**src/rtl/csrisc_pkg.sv**
```systemverilog
// ---------------------------------------------------------------------------
// csrisc_pkg
// Shared definitions for the csRISC write-back path:
//   - write-back mux select codes (PCMemReg encoding)
//   - default register address width
//   - write-back controller state encoding
// ---------------------------------------------------------------------------
package csrisc_pkg;

  // Write-back mux select codes driven on PCMemReg
  localparam logic [1:0] WB_SEL_ALU = 2'b00;
  localparam logic [1:0] WB_SEL_MEM = 2'b01;
  localparam logic [1:0] WB_SEL_PC  = 2'b10;

  // Default register-file address width (32 architectural registers)
  localparam int ADDR_W_DEFAULT = 5;

  // Write-back controller states
  typedef enum logic {
    WB_IDLE  = 1'b0,
    WB_WRITE = 1'b1
  } wb_state_t;

endpackage : csrisc_pkg

```
**src/rtl/wb_starve_ctr.sv**
```systemverilog
// ---------------------------------------------------------------------------
// wb_starve_ctr
// Counts consecutive cycles a pending ALU result has lost arbitration to a
// link write, and raises starve_boost once the count reaches STARVE_LIMIT.
//
// Ports:
//   clk          in   core clock
//   rst          in   synchronous active-high reset
//   alu_valid    in   ALU result is requesting the write port
//   alu_xfer     in   ALU result transferred this cycle
//   link_win     in   link write won the port this cycle
//   alu_wait     out  3-bit saturating loss count
//   starve_boost out  ALU is currently boosted above link
// ---------------------------------------------------------------------------
module wb_starve_ctr #(
  parameter int STARVE_LIMIT = 3
) (
  input  logic       clk,
  input  logic       rst,
  input  logic       alu_valid,
  input  logic       alu_xfer,
  input  logic       link_win,
  output logic [2:0] alu_wait,
  output logic       starve_boost
);

  localparam logic [2:0] LIMIT = 3'(STARVE_LIMIT);

  // Only losses to link are counted; a cycle taken by a memory return leaves
  // the count untouched so that mem traffic cannot trigger a boost on its own.
  always_ff @(posedge clk) begin
    if (rst) begin
      alu_wait <= 3'd0;
    end else if (!alu_valid || alu_xfer) begin
      alu_wait <= 3'd0;
    end else if (link_win && (alu_wait != 3'd7)) begin
      alu_wait <= alu_wait + 3'd1;
    end
  end

  assign starve_boost = (alu_wait >= LIMIT);

endmodule : wb_starve_ctr

```
**src/rtl/wb_port_arbiter.sv**
```systemverilog
// ---------------------------------------------------------------------------
// wb_port_arbiter
// Shares the single register-file write port between memory load returns,
// ALU results and link (return address) writes. One winner per cycle; its
// data is registered onto its own lane of the write-back mux, and the mux
// select, write address and write enable are presented the following cycle.
// Priority: mem > (boosted ALU) > link > ALU.
//
// Ports:
//   clk, rst                       clock, synchronous active-high reset
//   mem_valid/mem_rd/mem_rdata     load return (no backpressure)
//   alu_valid/alu_ready/alu_rd/alu_result   ALU result handshake
//   link_valid/link_ready/link_rd/link_pc   link write handshake
//   alu_data/mem_data/pc_data      registered mux lanes
//   PCMemReg                       mux select (00 ALU, 01 MEM, 10 PC)
//   reg_write/write_reg_addr       register-file write enable and address
//   starve_boost                   ALU boosted above link (debug)
// ---------------------------------------------------------------------------
module wb_port_arbiter
  import csrisc_pkg::*;
#(
  parameter int STARVE_LIMIT = 3,
  parameter int ADDR_W       = ADDR_W_DEFAULT
) (
  input  logic              clk,
  input  logic              rst,
  input  logic              mem_valid,
  input  logic [ADDR_W-1:0] mem_rd,
  input  logic [31:0]       mem_rdata,
  input  logic              alu_valid,
  output logic              alu_ready,
  input  logic [ADDR_W-1:0] alu_rd,
  input  logic [31:0]       alu_result,
  input  logic              link_valid,
  output logic              link_ready,
  input  logic [ADDR_W-1:0] link_rd,
  input  logic [31:0]       link_pc,
  output logic [31:0]       alu_data,
  output logic [31:0]       mem_data,
  output logic [31:0]       pc_data,
  output logic [1:0]        PCMemReg,
  output logic              reg_write,
  output logic [ADDR_W-1:0] write_reg_addr,
  output logic              starve_boost
);

  wb_state_t   state;
  wb_state_t   next_state;
  logic        mem_xfer;
  logic        alu_xfer;
  logic        link_xfer;
  logic        any_xfer;
  logic [2:0]  alu_wait;

  // Grant logic. Reset blocks every grant so held requests survive a reset.
  // A memory return has no backpressure and always takes the port.
  always_comb begin
    mem_xfer   = 1'b0;
    alu_ready  = 1'b0;
    link_ready = 1'b0;
    if (!rst) begin
      if (mem_valid) begin
        mem_xfer = 1'b1;
      end else if (starve_boost && alu_valid) begin
        alu_ready = 1'b1;
      end else if (link_valid) begin
        link_ready = 1'b1;
      end else if (alu_valid) begin
        alu_ready = 1'b1;
      end
    end
  end

  assign alu_xfer  = alu_valid && alu_ready;
  assign link_xfer = link_valid && link_ready;
  assign any_xfer  = mem_xfer || alu_xfer || link_xfer;

  wb_starve_ctr #(
    .STARVE_LIMIT (STARVE_LIMIT)
  ) u_starve_ctr (
    .clk          (clk),
    .rst          (rst),
    .alu_valid    (alu_valid),
    .alu_xfer     (alu_xfer),
    .link_win     (link_xfer),
    .alu_wait     (alu_wait),
    .starve_boost (starve_boost)
  );

  // Lane, select and address registers. Only the winner's lane is loaded;
  // the other lanes and the select/address hold when nothing transfers.
  always_ff @(posedge clk) begin
    if (rst) begin
      alu_data       <= 32'd0;
      mem_data       <= 32'd0;
      pc_data        <= 32'd0;
      PCMemReg       <= WB_SEL_ALU;
      write_reg_addr <= '0;
    end else if (mem_xfer) begin
      mem_data       <= mem_rdata;
      PCMemReg       <= WB_SEL_MEM;
      write_reg_addr <= mem_rd;
    end else if (link_xfer) begin
      pc_data        <= link_pc;
      PCMemReg       <= WB_SEL_PC;
      write_reg_addr <= link_rd;
    end else if (alu_xfer) begin
      alu_data       <= alu_result;
      PCMemReg       <= WB_SEL_ALU;
      write_reg_addr <= alu_rd;
    end
  end

  // Controller state register.
  always_ff @(posedge clk) begin
    if (rst) begin
      state <= WB_IDLE;
    end else begin
      state <= next_state;
    end
  end

  // Every transfer lands in WRITE for exactly the following cycle; an x0
  // destination is consumed but the write enable is suppressed.
  always_comb begin
    next_state = WB_IDLE;
    reg_write  = 1'b0;
    if (any_xfer) begin
      next_state = WB_WRITE;
    end
    if ((state == WB_WRITE) && (write_reg_addr != '0)) begin
      reg_write = 1'b1;
    end
  end

endmodule : wb_port_arbiter

```
**config.mk**
```make
export PLATFORM = sky130hd
export DESIGN_NAME = wb_port_arbiter
export DESIGN_NICKNAME = d
export VERILOG_FILES = /design/src/rtl/csrisc_pkg.sv /design/src/rtl/wb_starve_ctr.sv /design/src/rtl/wb_port_arbiter.sv
export SDC_FILE = /design/constraint.sdc
export NUM_CORES = 1
export LEC_CHECK = 0
export BUFFER_PORTS_ARGS = -buffer_cell sky130_fd_sc_hd__buf_4
export CAP_MARGIN = 20
export CORE_MARGIN = 2
export CORE_UTILIZATION = 45
export CTS_BUF_LIST = sky130_fd_sc_hd__clkbuf_16
export DETAILED_ROUTE_END_ITERATION = 6
export GPL_TIMING_DRIVEN = 0
export PLACE_DENSITY = 0.79
export SYNTH_ARGS = -nofsm -noshare
export SYNTH_HDL_FRONTEND = slang
export SYNTH_HIERARCHICAL = 1
export SYNTH_SLANG_ARGS = --single-unit
```
**constraint.sdc**
```tcl
create_clock -name clk -period 2.9 [get_ports clk]
set_input_delay 0.145 -clock clk [delete_from_list [all_inputs] [get_ports clk]]
set_output_delay 0.145 -clock clk [all_outputs]
set_load 0.02 [all_outputs]
```
# Yosys cells after proc, flatten, opt, wreduce, memory -nomap -nowiden
# Index checks and enable logic that the tools add are counted.
totals:
  ff_bits: 107
  latchBits: 0
  mem_bits_rw: 0
  rom_bits: 0
  input_bits: 116
  out_inout_bits: 107
  wordCells: 48
  memories: 0
op_classes:
  addsub: 1
  mul: 0
  div_mod_pow: 0
  magnitude_cmp: 1
  n_eq_ne: 1
  n_shift: 0
  mux: 19
  bitwise: 2
  reduce_logical: 16
op_table:
  columns: ["op", "count"]
  rows:
  - ["2-to-1 mux 5 bit", 3]
  - ["2-to-1 mux 1 bit", 14]
  - ["logical AND 1 bit", 5]
  - ["nonzero test 5 bit", 1]
  - ["2-to-1 mux 2 bit", 2]
  - ["OR reduction 2 bit", 2]
  - ["adder 3 x 1 -> 3 bit, second input constant", 1]
  - [">= comparator 3 x 2 -> 1 bit, second input constant", 1]
  - ["logical OR 1 bit", 3]
  - ["!= test 3 bit, second input constant", 1]
  - ["AND reduction 3 bit", 1]
  - ["nonzero test 3 bit", 1]
  - ["NOT 1 bit", 2]
  - ["AND reduction 2 bit", 1]
  - ["nonzero test 2 bit", 1]
  - ["zero test 1 bit", 1]

# Depth between registers and ports, before layout
logic_depth:
  ltp_word: 9
  depth_mapped: 9
  ltp_nobuf: 8

# Cells and area by module
# The synthesis kept the hierarchy.
modules_own_cells:
  columns: ["module", "n_inst", "cells_per_inst", "area_each_um2"]
  rows:
  - ["wb_port_arbiter", 1, 456, 4156.5]
  - ["wb_starve_ctr", 1, 16, 171.4]

# Least setup slack after synthesis
# OpenSTA, ideal clock, no wires.
synth_path:
  path_kind: "register -> register"
  startpoint: "register u_starve_ctr.alu_wait[0]"
  endpoint: "register u_starve_ctr.alu_wait[2]"
  t_arrival_ns: 2.250
  t_required_ns: 2.821
  slack_ns: 0.570
  stages_incl_launch_ff: 10
  period_less_slack_ns: 2.330
  path_cell_list: "dfxtp_1 -> ha_1 -> ha_1 -> a211o_1 -> nor2b_1 -> buf_2 -> clkbuf_1 -> nor3_1 -> or3b_4 -> a211oi_2"
synth_via:
  elab_chain_cells: 8
  elab_cells_between_ends: 15
  cone_classes: "1 x add/sub; 1 x order compare; 1 x eq/ne; 6 x mux; 6 x reduce/logical"
synth_rtl:
  columns: ["element", "line", "source"]
  rows:
  - ["from (decl)", "wb_starve_ctr.sv:23", "output logic [2:0] alu_wait,"]
  - ["from (signal assigned)", "wb_starve_ctr.sv:37", "alu_wait <= alu_wait + 3'd1;"]
  - [">= comparator 3 x 2 -> 1 bit", "wb_starve_ctr.sv:41", "assign starve_boost = (alu_wait >= LIMIT);"]
  - ["via starve_boost", "wb_port_arbiter.sv:44", "output logic starve_boost"]
  - ["logical AND 1 bit", "wb_port_arbiter.sv:64", "end else if (starve_boost && alu_valid) begin"]
  - ["2-to-1 mux 1 bit", "wb_port_arbiter.sv:64", null]
  - ["2-to-1 mux 1 bit", "wb_port_arbiter.sv:62", "if (mem_valid) begin"]
  - ["2-to-1 mux 1 bit", "wb_port_arbiter.sv:61", "if (!rst) begin"]
  - ["logical AND 1 bit", "wb_port_arbiter.sv:74", "assign alu_xfer = alu_valid && alu_ready;"]
  - ["via alu_xfer", "wb_port_arbiter.sv:50", "logic alu_xfer;"]
  - ["logical OR 1 bit", "wb_starve_ctr.sv:34", "end else if (!alu_valid || alu_xfer) begin"]
  - ["OR reduction 2 bit (no source line)", null, null]
# The timed path passes the listed nets, and every way through them passes these cells.
# A chain may end at the register's enable or synchronous reset.

# Final worst setup path
layout_path:
  startpoint: "register u_starve_ctr.alu_wait[0]"
  endpoint: "output port alu_ready"
layout_via:
  elab_chain_cells: 5
layout_rtl:
  columns: ["element", "line", "source"]
  rows:
  - [">= comparator 3 x 2 -> 1 bit", "wb_starve_ctr.sv:41", null]
  - ["logical AND 1 bit", "wb_port_arbiter.sv:64", null]
  - ["2-to-1 mux 1 bit", "wb_port_arbiter.sv:64", null]
  - ["2-to-1 mux 1 bit", "wb_port_arbiter.sv:62", null]
  - ["2-to-1 mux 1 bit", "wb_port_arbiter.sv:61", null]
  - ["to (decl)", "wb_port_arbiter.sv:31", "output logic alu_ready,"]
# Every way passes these cells.

==> flow_summary.json <==
{
  "routed_wl_um": 13800,
  "drtIter0Drc": 130,
  "grt_pass1_vias": 4368,
  "core_um2": 9280,
  "syn_nets": 591,
  "first_pass_iters": 4,
  "synth_area_um2": 4330,
  "place_hpwl_um": 10400,
  "grt_max_degree": 18,
  "cts_buffer_depth": 2,
  "num_rows": 35,
  "start_util_pct": 46.6,
  "root_buffer": "clkbuf_16",
  "antenna_cells": 0,
  "avgViaCountPerCell": 5.41,
  "slew_violations": 0,
  "p_switching_w": 0.000883,
  "drc_errors": 0,
  "cts_setup_buffers": 0,
  "syn_area_per_cell_um2": 9.17,
  "hold_viol_final": 0,
  "synth_area_leaders": "dfxtp_1 49%, mux2i_1 8.8%, a21oi_1 8.2%",
  "h-tree-depth": 3,
  "criticalPathCategory": "reg -> out",
  "num_io_pins": 223,
  "grt_pass1_wl_um": 20800,
  "finalSetupViolCount": 0,
  "numCtsBuffers": 9,
  "endpoint_kind": "primary output",
  "worst_hold_path.num_cells": 3,
  "design_area_um2": 6440,
  "worstHoldPathType": "in -> reg",
  "synth_top_area_cell": "dfxtp_1",
  "max_slew_margin_pct": 56.6,
  "synth_seq_area_share_pct": 49.5,
  "fin_setup_tns_ns": 0,
  "peakVddDrop_mv": 0.264,
  "cellPowerDensity_nw_per_um2": 518,
  "cts.sinks": 107,
  "cts.reportedPaths.clkPinSlew_ns": 0.08,
  "seqPwrFrac_pct": 46.8,
  "leakagePower_nw": 2.84,
  "ys_types": 32,
  "fin_crit_sh_pct": 87.6,
  "outcome": "finished, final reports clean",
  "die_area_um2": 10400,
  "io_buffers": 221,
  "min_period_ns": 2.54,
  "max_freq_mhz": 394,
  "antenna_found_initial": 0,
  "drive_above_1_share_pct": 37.4,
  "synth-seq-cells": 107,
  "ant_nets": 0,
  "synth-edff-count": 0,
  "cap_violations": 0,
  "nNetsFinal": 823,
  "dieWidth_um": 102,
  "dpl_cell_area_um2": 6150,
  "cts-hold-fix-buffers": 0,
  "fill_cells": 765,
  "pwr-share-comb_pct": 16.7,
  "synth_top_area_share_pct": 49.5,
  "arrival_ns": 2.39,
  "areaGrowthSynthToFinish_pct": 48.8,
  "p_clk_share_pct": 36.5,
  "yosysWarningCount": 6,
  "swShare_pct": 26.5,
  "synth_ff_type": "dfxtp_1",
  "syn_inst": 472,
  "startpoint_type": "flop",
  "vias": 4524,
  "worst_pin_slew_ns": 0.645,
  "clock_latency_ns": 0.34,
  "cts_tree": "done",
  "intPower_w": 0.00245,
  "grtUsageTotal_pct": 25.3,
  "skew_ns": 0.00585,
  "cts-resized-gates": 0,
  "wire_per_inst_um": 16.5,
  "required_ns": 2.76,
  "async_flop_share_pct": 0,
  "reg2reg_depth": 9,
  "critPathMaxFanout": 10,
  "rsz0062_at_grt": "false",
  "die_y_um": 102,
  "place.gp.congestion": 0.864,
  "gr-total-overflow": 0
}
worst max-delay path, cell delays in order (launching register included):
cell,delay [ns]
dfxtp_1,0.34
ha_1,0.23
ha_1,0.18
a211o_1,0.34
nor2b_1,0.12
buf_2,0.19
clkbuf_1,0.40
nor3_1,0.09
buf_4,0.18
synth_stat cells, types with 2 or more instances:
cell and number:
dfxtp_1 107, a21oi_1 71, nor2_1 42, mux2i_1 38
nand3_1 32, nand4_1 32, o31ai_1 32, o21ai_0 28
clkbuf_1 27, buf_2 17, buf_6 7, nor4b_1 5
o21ai_1 5, o22ai_1 5, ha_1 3, nor3_1 3
buf_1 2, buf_4 2
sequential cells by signal (all words and copies together), names as in the netlist:
register,count
state,1
alu_data,32
mem_data,32
pc_data,32
u_starve_ctr/alu_wait,3
PCMemReg,2
write_reg_addr,5
power groups by stage:
stage / combinational (W) / clock, W / sequential (W)
after floorplan: 0.000209 / 0 / 0.00166
after global placement: 0.000548 / 0 / 0.00159
after detailed placement: 0.000557 / 0 / 0.00159
after CTS: 0.000558 / 0.00123 / 0.00156
after global routing: 0.000598 / 0.00129 / 0.00157
final: 0.000556 / 0.00122 / 0.00156
worst paths after layout:
check,start,to,slack [ns]
min reg2reg,alu_data[29],alu_data[29],0.47
max reg2reg,u_starve_ctr/alu_wait[0],u_starve_ctr/alu_wait[2],0.38
max,u_starve_ctr/alu_wait[0],alu_ready,0.36
min,mem_rdata[25],mem_data[25],0.04
layer usage:
metal,GRT usage [%],vias up,part of all wire [%]
met4,9.74,0,2.2
met2,43.2,212,49
li1,-,2176,-
met3,6.43,26,8.6
met5,0,-,0
met1,30.5,2110,40
layout make-up:
cell class / count / area [um^2] / area share (%)
buffer: 55 / 288 / 4.47
inverter: 2 / 7.51 / 0.117
timing repair buffer: 221 / 1660 / 25.8
tap: 129 / 161 / 2.51
multi-input combinational: 308 / 1890 / 29.4
sequential: 107 / 2140 / 33.3
clock buffer: 9 / 225 / 3.50
clock inverter: 6 / 66.3 / 1.03
metrics by stage:
stage / power, W / utilization, % / hold slack, ns / cells / setup slack [ns]
2_1_floorplan: 0.00187 / - / 0.292 / 472 / 0.570
3_3_place_gp: 0.00214 / 66.2 / 0.378 / 822 / 0.466
3_5_place_dp: 0.00215 / 66.2 / 0.388 / 822 / 0.394
4_1_cts: 0.00335 / 69.4 / 0.0333 / 837 / 0.352
5_1_grt: 0.00346 / 69.4 / 0.0460 / 837 / 0.152
6_report: 0.00334 / 69.4 / 0.0375 / 837 / 0.360
cells in the final DEF, fill, tap and decap left out, types with 2 or more instances in the layout:
master,n
ha_1,3
dfxtp_1,107
clkbuf_16,9
buf_4,223
o22ai_1,5
nand4_1,32
clkinv_1,2
mux2i_1,38
o31ai_1,32
nor2_1,42
a21oi_1,71
nand3_1,32
clkinvlp_4,2
clkbuf_1,27
nor4b_1,5
buf_6,7
o21ai_1,5
buf_2,17
buf_1,2
nor3_1,3
o21ai_0,28
logic make-up (layout without fill, tap and decap cells):
kind of cell,Yosys count,in the layout,share of synthesized area [%]
mux,38,38,8.79
buf+inv,57,293,6.82
xor+xnor,1,1,0.202
simple gates,120,120,14.4
compound gates,146,146,19.5
flops,107,107,49.5
fa+ha+maj,3,3,0.867
(Power assumes the default switching activity.)
